File: config.mk
export PLATFORM = sky130hd
export DESIGN_NAME = uart_rx_core_flat
export DESIGN_NICKNAME = d
export VERILOG_FILES = /design/src/rtl/uart_rx_core_if.sv /design/src/rtl/uart_rx_core.sv /design/src/flat_wrapper.sv
export SDC_FILE = /design/constraint.sdc
export NUM_CORES = 1
export LEC_CHECK = 0
export CELL_PAD_IN_SITES_DETAIL_PLACEMENT = 1
export CELL_PAD_IN_SITES_GLOBAL_PLACEMENT = 1
export CORE_AREA = 5 5 59 61
export DETAILED_ROUTE_END_ITERATION = 16
export DIE_AREA = 0 0 64 66
export PLACE_DENSITY_LB_ADDON = 0.1
export SYNTH_ARGS = -nofsm -noshare
export SYNTH_HDL_FRONTEND = slang
export SYNTH_SLANG_ARGS = --single-unit
File: constraint.sdc
create_clock -name clk -period 4.4 [get_ports clk]
set_input_delay 0.44 -clock clk [delete_from_list [all_inputs] [get_ports clk]]
set_output_delay 0.44 -clock clk [all_outputs]
set_load 0.01 [all_outputs]
File: src/rtl/uart_rx_core_if.sv
// Byte handshake between uart_rx_core (master) and its consumer (slave).
interface uart_rx_core_if;
    logic [7:0] rxdata;
    logic       rx_valid;
    logic       rx_ready;

    modport master (output rxdata, output rx_valid, input rx_ready);
    modport slave  (input rxdata, input rx_valid, output rx_ready);
endinterface

File: src/rtl/uart_rx_core.sv
// 8N1 serial receiver with one-entry holding register, rts flow control and error pulses.
// Define UART_RX_PARITY_EN to receive 8E1 frames (extra even-parity bit before the stop bit).
module uart_rx_core #(
    parameter int BIT_CLK = 8
) (
    input  logic                  clk,
    input  logic                  rst_n,
    input  logic                  rxd,
    uart_rx_core_if.master        bus,
    output logic                  rts,
    output logic                  frame_err,
    output logic                  overrun
);

    localparam int CW = $clog2(BIT_CLK);
    localparam logic [CW-1:0] CNT_ZERO = {CW{1'b0}};
    localparam logic [CW-1:0] CNT_ONE  = CW'(1);
    localparam logic [CW-1:0] HALF_M1  = CW'(BIT_CLK / 2 - 1);
    localparam logic [CW-1:0] FULL_M1  = CW'(BIT_CLK - 1);

    typedef enum logic [2:0] {
        IDLE      = 3'd0,
        START     = 3'd1,
        DATA      = 3'd2,
        STOP      = 3'd3,
`ifdef UART_RX_PARITY_EN
        PARITY    = 3'd5,
`endif
        WAIT_IDLE = 3'd4
    } state_t;

`ifdef UART_RX_PARITY_EN
    localparam state_t AFTER_DATA = PARITY;

    function automatic logic even_par(input logic [7:0] d);
        return ^d;
    endfunction
`else
    localparam state_t AFTER_DATA = STOP;
`endif

    logic          sync1_r;
    logic          rxs_r;
    state_t        state_r, state_s;
    logic [CW-1:0] cnt_r, cnt_s;
    logic [2:0]    bit_r, bit_s;
    logic [7:0]    shift_r, shift_s;
    logic          good_s;
    logic          ferr_s;
`ifdef UART_RX_PARITY_EN
    logic          par_err_r, par_err_s;
`endif

    logic [7:0]    rxdata_r;
    logic          rx_valid_r;
    logic          rts_r;
    logic          frame_err_r;
    logic          overrun_r;

    // Two-flop synchronizer for the asynchronous serial line (idles high).
    always_ff @(posedge clk or negedge rst_n) begin
        if (!rst_n) begin
            sync1_r <= 1'b1;
            rxs_r   <= 1'b1;
        end else begin
            sync1_r <= rxd;
            rxs_r   <= sync1_r;
        end
    end

    // Frame FSM state, bit timing and shift register.
    always_ff @(posedge clk or negedge rst_n) begin
        if (!rst_n) begin
            state_r   <= IDLE;
            cnt_r     <= CNT_ZERO;
            bit_r     <= 3'd0;
            shift_r   <= 8'h00;
`ifdef UART_RX_PARITY_EN
            par_err_r <= 1'b0;
`endif
        end else begin
            state_r   <= state_s;
            cnt_r     <= cnt_s;
            bit_r     <= bit_s;
            shift_r   <= shift_s;
`ifdef UART_RX_PARITY_EN
            par_err_r <= par_err_s;
`endif
        end
    end

    // Next-state logic; the counter free-runs and is cleared at every sample point.
    always_comb begin
        state_s = state_r;
        cnt_s   = cnt_r + CNT_ONE;
        bit_s   = bit_r;
        shift_s = shift_r;
        good_s  = 1'b0;
        ferr_s  = 1'b0;
`ifdef UART_RX_PARITY_EN
        par_err_s = par_err_r;
`endif
        case (state_r)
            IDLE: begin
                cnt_s = CNT_ZERO;
`ifdef UART_RX_PARITY_EN
                par_err_s = 1'b0;
`endif
                if (rxs_r == 1'b0) state_s = START;
                else               state_s = IDLE;
            end
            START: begin
                if (cnt_r == HALF_M1) begin
                    cnt_s = CNT_ZERO;
                    bit_s = 3'd0;
                    // A start bit that is high again at mid-bit was only a glitch.
                    if (rxs_r == 1'b1) state_s = IDLE;
                    else               state_s = DATA;
                end else begin
                    state_s = START;
                end
            end
            DATA: begin
                if (cnt_r == FULL_M1) begin
                    cnt_s   = CNT_ZERO;
                    shift_s = {rxs_r, shift_r[7:1]};
                    if (bit_r == 3'd7) begin
                        state_s = AFTER_DATA;
                    end else begin
                        bit_s   = bit_r + 3'd1;
                        state_s = DATA;
                    end
                end else begin
                    state_s = DATA;
                end
            end
`ifdef UART_RX_PARITY_EN
            PARITY: begin
                if (cnt_r == FULL_M1) begin
                    cnt_s     = CNT_ZERO;
                    par_err_s = (rxs_r != even_par(shift_r));
                    ferr_s    = par_err_s;
                    state_s   = STOP;
                end else begin
                    state_s = PARITY;
                end
            end
`endif
            STOP: begin
                if (cnt_r == FULL_M1) begin
                    cnt_s = CNT_ZERO;
                    if (rxs_r == 1'b1) begin
`ifdef UART_RX_PARITY_EN
                        good_s = !par_err_r;
`else
                        good_s = 1'b1;
`endif
                        state_s = IDLE;
                    end else begin
                        ferr_s  = 1'b1;
                        state_s = WAIT_IDLE;
                    end
                end else begin
                    state_s = STOP;
                end
            end
            WAIT_IDLE: begin
                cnt_s = CNT_ZERO;
                // A held-low line (break) must return high before a new start is accepted.
                if (rxs_r == 1'b1) state_s = IDLE;
                else               state_s = WAIT_IDLE;
            end
            default: begin
                cnt_s   = CNT_ZERO;
                state_s = IDLE;
            end
        endcase
    end

    // Holding register, handshake, flow control and error pulses.
    always_ff @(posedge clk or negedge rst_n) begin
        if (!rst_n) begin
            rxdata_r    <= 8'h00;
            rx_valid_r  <= 1'b0;
            rts_r       <= 1'b1;
            frame_err_r <= 1'b0;
            overrun_r   <= 1'b0;
        end else begin
            rts_r       <= !rx_valid_r;
            frame_err_r <= ferr_s;
            overrun_r   <= good_s && rx_valid_r && !bus.rx_ready;
            if (good_s && (!rx_valid_r || bus.rx_ready)) begin
                rxdata_r   <= shift_r;
                rx_valid_r <= 1'b1;
            end else if (rx_valid_r && bus.rx_ready) begin
                rx_valid_r <= 1'b0;
            end else begin
                rx_valid_r <= rx_valid_r;
            end
        end
    end

    assign bus.rxdata   = rxdata_r;
    assign bus.rx_valid = rx_valid_r;
    assign rts          = rts_r;
    assign frame_err    = frame_err_r;
    assign overrun      = overrun_r;

endmodule

File: src/flat_wrapper.sv
// flat-port wrapper written by rule: the top's interface ports become plain ports
module uart_rx_core_flat 
#(
    parameter int BIT_CLK = 8
)
  (clk, rst_n, rxd, rts, frame_err, overrun, bus_rxdata, bus_rx_valid, bus_rx_ready);
  uart_rx_core_if bus_i ();
  input  logic clk;
  input  logic rst_n;
  input  logic rxd;
  output logic rts;
  output logic frame_err;
  output logic overrun;
  output wire logic [$bits(bus_i.rxdata)-1:0] bus_rxdata;
  output wire logic [$bits(bus_i.rx_valid)-1:0] bus_rx_valid;
  input wire logic [$bits(bus_i.rx_ready)-1:0] bus_rx_ready;
  assign bus_rxdata = bus_i.rxdata;
  assign bus_rx_valid = bus_i.rx_valid;
  assign bus_i.rx_ready = bus_rx_ready;
  uart_rx_core #(.BIT_CLK(BIT_CLK)) u_core (.clk(clk), .rst_n(rst_n), .rxd(rxd), .bus(bus_i), .rts(rts), .frame_err(frame_err), .overrun(overrun));
endmodule
# --- Yosys cells after proc, flatten, opt, wreduce, memory -nomap -nowiden ---
# Cells that the tools add are included.
word_totals:
  register_bits: 31
  in_bits: 4
  output_inout_bits: 12
  word_cells: 59
op_classes:
  addsub: 2
  eq_ne: 10
  mux: 23
  reduce_logical: 13
ops:
  columns: ["cell", "n"]
  rows:
  - ["$mux W3", 7]
  - ["$pmux W3 S5", 1]
  - ["$pmux W3 S2", 2]
  - ["$mux W1", 11]
  - ["$eq A3 B2 Y1 const B", 3]
  - ["$eq A3 B3 Y1 const B", 3]
  - ["$add A3 B1 Y3 const B", 2]
  - ["$logic_and A1 B1 Y1", 4]
  - ["$mux W2", 2]
  - ["$ne A2 B1 Y1 const B", 2]
  - ["$reduce_and A4 Y1", 1]
  - ["$reduce_bool A2 Y1", 2]
  - ["$eq A3 B1 Y1 const B", 1]
  - ["$logic_not A3 Y1", 1]
  - ["$logic_not A1 Y1", 2]
  - ["$ne A2 B2 Y1 const B", 1]
  - ["$reduce_and A2 Y1", 1]
  - ["$reduce_or A2 Y1", 1]
  - ["$logic_or A1 B1 Y1", 1]

# --- Logic depth before layout (Yosys ltp) ---
depth:
  word_depth: 5
  ltp_mapped: 6
  depth_no_buf: 5

# --- Worst setup path before layout ---
# OpenSTA, ideal clock, no wires.
synth_path:
  path_type: "reg2reg"
  from: "register u_core.cnt_r[0]"
  to: "register u_core.bit_r[1]"
  setup_time_ns: 0.127
  arrival_ns: 1.659
  required_ns: 4.273
  slack_ns: 2.614
  path_stages_with_launch: 7
  path_buffers: 1
  period_less_slack_ns: 1.786
  cell_sequence: "dfrtp_1 > ha_1 > ha_1 > nor4bb_4 > buf_6 > and2b_1 > mux2_1"
synth_via:
  elab_chain_cells: 3
  elab_cells_between_ends: 5
  cone_classes: "4 x eq/ne; 1 x reduce/logical"
synth_rtl:
  columns: ["element", "line_no", "text"]
  rows:
  - ["start, declared", "uart_rx_core.sv:45", "logic [CW-1:0] cnt_r, cnt_s;"]
  - ["start signal, assigned", "uart_rx_core.sv:83", "cnt_r <= cnt_s;"]
  - ["$eq A3 B3 Y1 / $eq A3 B2 Y1 (equally long branches)", "uart_rx_core.sv:124, uart_rx_core.sv:113", null]
  - ["$ne A2 B1 Y1 (no source line)", null, null]
  - ["$reduce_and A4 Y1 (no source line) (*)", null, null]
  - ["end signal, assigned", "uart_rx_core.sv:84", "bit_r <= bit_s;"]
  - ["end, declared", "uart_rx_core.sv:46", "logic [2:0] bit_r, bit_s;"]
# Mark *: on every way between the ends. The rest lies on a longest branch, timed or not.
# A chain may end at the register's enable or synchronous reset.

# --- Worst setup path after layout ---
# Same ends and word-level chain as after synthesis.

==> impl_metrics.env <==
export IMPL_fin_util_pct=53.7
export IMPL_vias_per_cell=5.40
export IMPL_path_clk_slew_ps=90
export IMPL_cts_resized=0
export IMPL_worstSetupPathType="reg2reg"
export IMPL_powerDensity_nw_per_um2=423
export IMPL_critical_path_most_common_cell="ha_1"
export IMPL_clock_sinks=31
export IMPL_drc=0
export IMPL_power_switching_mw=0.200
export IMPL_cts_made_buffers=5
export IMPL_synthesis_nets=107
export IMPL_dp_hpwl_mm=1.67
export IMPL_antenna_found_initial=0
export IMPL_worst_endpoint_required_ps=4610
export IMPL_grt_pass1_wl_mm=4.33
export IMPL_leakage_nw=0.742
export IMPL_grt_total_usage_pct=13.5
export IMPL_combPwrFrac_pct=19.7
export IMPL_initialDrtViolationCount=20
export IMPL_num_vias=805
export IMPL_tightest_slew_ps=584
export IMPL_cp_cell_sequence="ha_1 -> ha_1 -> nor4bb_4 -> and2b_1 -> mux2_1"
export IMPL_rsz0062_at_grt="false"
export IMPL_rows=20
export IMPL_syn_area_um2=1340
export IMPL_period_share_pct=49.4
export IMPL_ys_ff_latch=31
export IMPL_die_h_um=66
export IMPL_diodes=0
export IMPL_tritoncts="done"
export IMPL_insertion_delay_ps=320
export IMPL_power_internal_mw=0.465
export IMPL_layout_commonest_cell="dfrtp_1"
export IMPL_post_place_ws_ps=2230
export IMPL_portBuffers=15
export IMPL_antenna_left=0
export IMPL_dieArea_um2=4220
export IMPL_htreeDepth=2
export IMPL_grt_max_degree=32
export IMPL_clock_skew_ps=3.04
export IMPL_nets=126
export IMPL_outcome="completed"
export IMPL_crit_path_start_kind="flip-flop"
export IMPL_yosysSeqAreaShare_pct=58.0
export IMPL_cp_slowest_stage_delay_ps=630
export IMPL_final_max_slew_viol_count=0
export IMPL_multi_input_area_um2=519
export IMPL_reg2reg_slack_ps=2230
export IMPL_ir_drop_mv=0.257
export IMPL_synth_warnings=0
export IMPL_hold_buffers=0
export IMPL_area_delta_synth_final_pct=17.0
export IMPL_p_total_mw=0.665
export IMPL_gp_congestion=0.786
export IMPL_period_minus_slack_ps=2170
export IMPL_max_slew_margin_pct=61.0
export IMPL_p_sw_share_pct=30.1
export IMPL_post_cts_buffers=0
export IMPL_fillCellCount=314
export IMPL_setup_ws_ps=2230
export IMPL_clkPwrFrac_pct=25.0
export IMPL_layout_common_cells="28 x dfrtp_1, 16 x mux2_2, 15 x clkdlybuf4s50_1"
export IMPL_wirelength_mm=2.33
export IMPL_core_area_um2=2930
export IMPL_floorplan_initialDensity_pct=45.9
export IMPL_power_frac_seq_pct=55.2
export IMPL_end_kind="flip-flop"
export IMPL_gr_total_overflow=0
export IMPL_syn_area_per_cell_um2=13.9
export IMPL_firstDrtPassIters=3
export IMPL_drive_gt1_share_pct=25.9
export IMPL_crit_fanout=9
export IMPL_io_pins=16
export IMPL_clock_fmax_ghz=0.460
export IMPL_ys_types=27
export IMPL_finalSetupViolations=0
export IMPL_seqCellArea_um2=779
export IMPL_hold_path_class="reg2reg"
export IMPL_grt_pass1_vias=876
export IMPL_setup_tns_final_ps=0
export IMPL_syn_inst=97
export IMPL_wire_per_inst_um=15.6
export IMPL_maxCapViolations=0
export IMPL_finalHoldViolCount=0
export IMPL_cp_arrival_ps=2390
export IMPL_cts_root_buffer="clkbuf_4"
export IMPL_slowest_stage="nor4bb_4"
export IMPL_die_x_um=64
export IMPL_cts_max_path_buffers=2
[flip-flops by register name, indices dropped and copies added (netlist names), 3 cells and up]
name / count
u_core.bit_r: 3
u_core.state_r: 3
u_core.bus.rxdata: 8
u_core.cnt_r: 3
u_core.shift_r: 8
[area by class of cell]
type	instances	area share, %
clock buffer	6	3.26
clock inverter	1	0.318
inverter	5	1.19
multi-input combinational	57	33.0
sequential	31	49.6
tap	33	2.63
timing repair buffer	16	10.0
[Yosys cell counts (all sizes together)]
cell	count	area [µm²]
a31oi	1	6.26
clkbuf	2	7.51
nand3	1	17.5
inv	5	18.8
mux2	18	203
a311oi	1	8.76
o21a	1	7.51
dfrtp	28	701
mux4	1	22.5
and4b	1	10.0
nor2	6	22.5
ha	6	75.1
nor4bb	1	25.0
buf	2	18.8
nand2	4	15.0
o21ai	2	10.0
nand2b	1	6.26
nor3b	3	22.5
a21oi	3	15.0
mux2i	1	10.0
nor3	1	5.00
o31a	2	17.5
and2b	1	7.51
nor2b	2	12.5
dfstp	3	78.8
[kinds of logic after synthesis]
group / share of synthesized area, %
buf+inv: 3.35
mux: 17.5
flops: 58.0
fa+ha+maj: 5.59
compound gates: 4.84
simple gates: 10.7
[layer usage]
metal	up-vias	part of all wire, %	global-route usage (%)
met3	4	5.1	4.93
met2	15	49	20.9
met4	0	1.2	3.90
met1	412	44	17.6
li1	374	-	-
met5	-	0	0
[path summary, 6_finish.rpt]
kind                            startpoint             endpoint  depth (start not counted)
max                        u_core.cnt_r[0]      u_core.bit_r[1]                          5
min                         u_core.sync1_r         u_core.rxs_r                          0
max reg2reg                u_core.cnt_r[0]      u_core.bit_r[1]                          5
min reg2reg                 u_core.sync1_r         u_core.rxs_r                          0
max in group asynchronous            rst_n         u_core.rxs_r                          2
min in group asynchronous            rst_n  u_core.bus.rx_valid                          2
[power by group through the flow]
stage                     combinational [mW]  sequential, mW  clock (mW)
after floorplan                        0.120           0.344           0
after global placement                 0.125           0.371           0
after detailed placement               0.134           0.375           0
after CTS                              0.134           0.369       0.174
after global routing                   0.157           0.377       0.189
final                                  0.131           0.368       0.166
[per-stage QoR]
| step | instances | hold slack (ps) | instance area, µm² |
|---|---|---|---|
| after floorplan | 97 | 144 | 1340 |
| after global placement | 142 | 346 | 1520 |
| after detailed placement | 142 | 350 | 1520 |
| after CTS | 149 | 367 | 1570 |
| after global routing | 149 | 369 | 1570 |
| final | 149 | 363 | 1570 |
[critical path, delay by kind of cell (launching register included)]
family | cells | cell delay, ps
AND/OR/NAND/NOR | 2 | 880
adder cells (fa/ha/maj) | 2 | 490
flip-flops | 1 | 360
multiplexers | 1 | 330
No activity file was read; power rests on OpenSTA's default activity.
